File: config.mk
export PLATFORM = sky130hd
export DESIGN_NAME = mem_stage
export DESIGN_NICKNAME = d
export VERILOG_FILES = /design/src/rtl/mem_stage.sv
export SDC_FILE = /design/constraint.sdc
export NUM_CORES = 1
export LEC_CHECK = 0
export ABC_AREA = 0
export CAP_MARGIN = 20
export CELL_PAD_IN_SITES_DETAIL_PLACEMENT = 1
export CELL_PAD_IN_SITES_GLOBAL_PLACEMENT = 1
export CORE_ASPECT_RATIO = 2
export CORE_MARGIN = 3
export CORE_UTILIZATION = 32
export DETAILED_ROUTE_END_ITERATION = 8
export PLACE_DENSITY = 0.82
export SLEW_MARGIN = 0
export SYNTH_ARGS = -nofsm -noshare
export SYNTH_HDL_FRONTEND = slang
export SYNTH_SLANG_ARGS = --single-unit
export TNS_END_PERCENT = 20
File: constraint.sdc
create_clock -name clk -period 1.7 [get_ports clk]
set_clock_uncertainty 0.15 [all_clocks]
set_input_delay 0.51 -clock clk [delete_from_list [all_inputs] [get_ports clk]]
set_output_delay 0.51 -clock clk [all_outputs]
set_load 0.05 [all_outputs]
File: src/rtl/mem_stage.sv
// Memory-access pipeline stage: registers the execute result, runs a single-outstanding
// req/ack data-memory handshake for loads/stores, and emits a registered write-back bundle.
module mem_stage #(
  parameter int DATA_W = 32,
  parameter int REG_W  = 5
) (
  input  logic              clk,
  input  logic              rst,
  input  logic              ex_valid,
  input  logic              ex_write_reg,
  input  logic              ex_mem_to_reg,
  input  logic              ex_write_mem,
  input  logic [DATA_W-1:0] alu_result,
  input  logic [REG_W-1:0]  e_des_r,
  input  logic [DATA_W-1:0] write_mem_val,
  input  logic              flush,
  output logic              mem_stall,
  output logic              dmem_req,
  output logic              dmem_we,
  output logic [DATA_W-1:0] dmem_addr,
  output logic [DATA_W-1:0] dmem_wdata,
  input  logic              dmem_ack,
  input  logic [DATA_W-1:0] dmem_rdata,
  output logic              wb_valid,
  output logic              wb_write_reg,
  output logic [REG_W-1:0]  wb_des_r,
  output logic [DATA_W-1:0] wb_data,
  output logic              addr_err
);

  typedef enum logic {IDLE, ACCESS} state_t;

  state_t state, state_nxt;

  logic              s_valid, s_write_reg, s_mem_to_reg, s_write_mem, s_kill;
  logic [DATA_W-1:0] s_addr, s_wdata;
  logic [REG_W-1:0]  s_des;

  logic ex_mem, ex_misal, cap_valid, capture, complete, wb_load;

  assign ex_mem    = ex_write_mem | ex_mem_to_reg;
  assign ex_misal  = ex_valid & ex_mem & (alu_result[1:0] != 2'b00);
  // Misaligned memory ops are dropped at capture and never occupy the stage.
  assign cap_valid = ex_valid & ~flush & ~ex_misal;
  assign capture   = ~mem_stall;
  // Non-memory ops complete the cycle after capture; memory ops on their ack.
  assign complete  = s_valid & ((state == IDLE) | dmem_ack);
  assign wb_load   = complete & ~s_kill & ~flush;

  always_ff @(posedge clk or negedge rst) begin
    if (!rst) state <= IDLE;
    else      state <= state_nxt;
  end

  always_comb begin
    state_nxt  = state;
    mem_stall  = 1'b0;
    dmem_req   = 1'b0;
    dmem_we    = 1'b0;
    dmem_addr  = '0;
    dmem_wdata = '0;
    if (state == ACCESS) begin
      mem_stall  = ~dmem_ack;
      dmem_req   = 1'b1;
      dmem_we    = s_write_mem;
      dmem_addr  = {s_addr[DATA_W-1:2], 2'b00};
      dmem_wdata = s_wdata;
    end
    if (capture) state_nxt = (cap_valid & ex_mem) ? ACCESS : IDLE;
  end

  always_ff @(posedge clk or negedge rst) begin
    if (!rst) begin
      s_valid      <= 1'b0;
      s_write_reg  <= 1'b0;
      s_mem_to_reg <= 1'b0;
      s_write_mem  <= 1'b0;
      s_addr       <= '0;
      s_wdata      <= '0;
      s_des        <= '0;
      s_kill       <= 1'b0;
    end else if (capture) begin
      s_valid      <= cap_valid;
      s_write_reg  <= ex_write_reg;
      s_mem_to_reg <= ex_mem_to_reg;
      s_write_mem  <= ex_write_mem;
      s_addr       <= alu_result;
      s_wdata      <= write_mem_val;
      s_des        <= e_des_r;
      s_kill       <= 1'b0;
    end else if (flush) begin
      // The handshake must still finish; only the write-back is suppressed.
      s_kill <= 1'b1;
    end
  end

  always_ff @(posedge clk or negedge rst) begin
    if (!rst) begin
      wb_valid     <= 1'b0;
      wb_write_reg <= 1'b0;
      wb_des_r     <= '0;
      wb_data      <= '0;
    end else begin
      wb_valid <= wb_load;
      if (wb_load) begin
        wb_write_reg <= s_write_reg;
        wb_des_r     <= s_des;
        wb_data      <= s_mem_to_reg ? dmem_rdata : s_addr;
      end
    end
  end

  always_ff @(posedge clk or negedge rst) begin
    if (!rst)                                addr_err <= 1'b0;
    else if (capture & ex_misal & ~flush)    addr_err <= 1'b1;
  end

endmodule

==> run_results.csv <==
group,metric,value,unit
outcome,outcome,"complete, but fails checks",
outcome,failed_checks,"negative setup slack",
worst_setup_path,critPathMaxStageDelay,0.45,ns
worst_setup_path,critPathMaxFanout,32,
global_routing,track_usage,22.17,%
worst_setup_path,r2r_end,"wb_data[2]",
floorplanning,die_area,17790,µm²
pwr,power,11.80,mW
final_layout,final_util,59.60,%
yosys,synth_warnings,0,
worst_setup_path,cpMaxStageDelayCell,"dfrtp_2",
timing,hold_viol,0,
final_layout,fillerInstances,1595,
global_routing,grt_pass1_wl,28970,µm
timing,worst_hold_slack,0.3197,ns
cts,cts_sinks,115,
worst_setup_path,cpMostUsedCell,"buf_12",
hold_path,holdPathEnd,"s_wdata[20]",
cts,clk_latency,0.42,ns
cts,cts_buffers,17,
yosys,synth_area,5165,µm²
yosys,ys_ff_latch,115,
worst_setup_path,required,1.04,ns
timing,fin_crit_sh,121.5,%
floorplanning,rows,65,
worst_setup_path,worstSetupPathType,"flop to primary output",
cts,cts_max_level,4,
cts,cts_buffer_depth,2,
route,vias,4448,
timing,layout_setup_ws,-0.3657,ns
floorplanning,start_util,32.74,%
worst_setup_path,cp_cell_sequence,"buf_12, and2_2, buf_12",
cts,cts_tree,"done",
timing,slew_viol_final,0,
timing,fin_crit,2.066,ns
hold_path,holdCritStartpoint,"s_wdata[20]",
final_layout,area_delta_synth_final,82.05,%
route,avgRoutedWirePerCell,19.94,µm
worst_setup_path,critPathArrivalTime,1.41,ns
place,io_buffers,213,
yosys,seq_area_frac_synth,55.72,%
route,drt_iter0_drc,97,
yosys,yosysUniqueCellTypes,18,
worst_setup_path,r2r_setup_slack,0.08,ns
global_routing,grt-ovfl-total,0,
route,ant_nets,0,
pwr,p_per_area,1255,nW/µm²
route,wirelength,18850,µm
worst_setup_path,endpoint_kind,"primary output",
hold_path,hold_path_depth,2,
global_routing,grt_pass1_vias,5259,
final_layout,biggestRegsByFlops,"s_addr x32, s_wdata x32, wb_data x32",
floorplanning,ioPinCount,216,
timing,setup_violations,65,
worst_setup_path,worstReg2RegStart,"s_mem_to_reg",
pwr,vdd_drop_max,0.6507,mV
yosys,synthCells,513,
yosys,synth.avg_cell_area,10.07,µm²
final_layout,multiInputGateArea,2241,µm²
route,drc,0,
final_layout,drive_gt1_share,39.08,%
hold_path,min_path_type,"flop to flop",
worst_setup_path,crit_path_start_kind,"flop",
final_layout,ff_latch_area,2879,µm²
cts,cts_root_buf,"clkbuf_16",
route,dr.pass1.iters,4,
floorplanning,die_h,185.7,µm
cts,clk_pin_slew,0.05,ns
timing,fmax,484.1,MHz
floorplanning,core,15780,µm²
worst_setup_path,r2r_cells,3,
timing,grt_setup_unrepaired,"yes",
floorplanning,die_w,95.84,µm
route,routed_via_density,4.707,
job,drv_cap,0,
global_routing,grt_start_max_net_pins,50,
final_layout,nets,839,
global_routing,antenna_found_initial,2,
pwr,leakage,4.380,nW
place,hpwl,13930,µm
place,routabilityCongestion,0.7822,
==> Yosys cell counts <==
cell type	number	area share [%]
buf_4	2	0.29
dfrtp_1	115	56
o21ai_0	2	0.19
mux2_2	61	13
conb_1	1	0.073
o21bai_1	1	0.15
clkbuf_1	13	0.94
buf_2	15	1.5
mux2_4	9	2.6
nand2b_4	1	0.27
and2_1	63	7.6
o22ai_1	1	0.12
nor2_1	3	0.22
nand2_1	219	16
nand3_2	1	0.19
inv_1	2	0.15
nor2b_1	1	0.12
buf_6	3	0.65
==> cells in the final DEF (no fill, tap or decap) <==
| master | count |
|---|---|
| and2_2 | 24 |
| and2_4 | 39 |
| buf_12 | 113 |
| buf_4 | 8 |
| buf_6 | 1 |
| bufinv_16 | 3 |
| clkbuf_1 | 1 |
| clkbuf_16 | 17 |
| clkbuf_8 | 3 |
| clkdlybuf4s50_1 | 107 |
| clkinv_2 | 5 |
| clkinv_4 | 1 |
| clkinvlp_4 | 1 |
| conb_1 | 2 |
| dfrtp_1 | 114 |
| dfrtp_2 | 1 |
| diode_2 | 2 |
| dlygate4sd3_1 | 1 |
| inv_1 | 1 |
| inv_4 | 1 |
| mux2_2 | 61 |
| mux2_4 | 9 |
| nand2_1 | 219 |
| nand2b_4 | 1 |
| nand3_2 | 1 |
| nor2_1 | 2 |
| nor2_2 | 1 |
| nor2b_1 | 1 |
| o21ai_0 | 2 |
| o21bai_1 | 1 |
| o22ai_1 | 1 |
==> metal layers <==
layer	routed length, µm	global-route usage [%]	share of wire, %	vias up
li1	-	-	-	2035
met1	5812	20.46	31	2205
met2	11090	42.22	59	156
met3	771	4.248	4.1	52
met4	1168	14.42	6.2	0
met5	0	0	0	-
==> worst max path at each step <==
stage / startpoint / end / slack (ns) / depth (start not counted)
6_report: state / dmem_wdata[30] / -0.37 / 3
5_1_grt: state / dmem_wdata[20] / -0.41 / 3
4_1_cts: state / dmem_wdata[28] / -0.39 / 3
3_5_place_dp: flush / wb_des_r[0] / -0.39 / 5
3_3_place_gp: flush / wb_data[26] / -0.38 / 5
2_1_floorplan: state / dmem_addr[10] / -0.16 / 3
==> critical path: cells and delay by family (launching register included) <==
kind | cells | cell delay, ns
and+or+nand+nor | 1 | 0.20
buffers and inverters | 2 | 0.33
DFF | 1 | 0.45
==> final cells by class <==
class                   count  share of cell area, %
diodes                      2                0.05323
clock buffers              21                  5.003
clock inverters            10                  1.397
inverters                   2                 0.1065
multi-input cells         364                  23.83
flip-flops and latches    115                  30.62
well taps                 201                  2.675
repair buffers            230                  36.31
==> cell families (layout without fill, tap and decap cells) <==
group | count (synthesis) | in the layout | synth area share [%]
multiplexers | 70 | 70 | 15.92
buffers and inverters | 35 | 263 | 3.488
AND/OR/NAND/NOR | 288 | 288 | 24.35
AO/OA/AOI/OAI | 4 | 4 | 0.4604
flip-flops | 115 | 115 | 55.72
other | 1 | 4 | 0.07260
==> power by group <==
group,switching [mW],internal [mW],total [mW],leakage (nW)
clock network,1.26,2.40,3.66,0.298
registers,0.481,3.20,3.69,1.37
logic,2.21,2.25,4.46,2.71
==> through the flow <==
step,TNS [ns],std cells,cell area (µm²),setup WS [ns]
floorplan,-9.687,514,5246,-0.1564
global placement,-31.23,910,8717,-0.3780
detailed placement,-33.77,910,8717,-0.3896
CTS,-23.70,943,9387,-0.3938
global route,-25.15,945,9403,-0.4115
finish,-21.81,945,9403,-0.3657
==> what timing repair did <==
action	in CTS	in global routing
setup buffers	1	0
endpoints found under the hold margin	19	0
resized for setup	36	6
endpoints found under the setup margin	65	82
pin swaps	0	14
hold buffers	1	0
No activity file was read; power rests on OpenSTA's default activity.
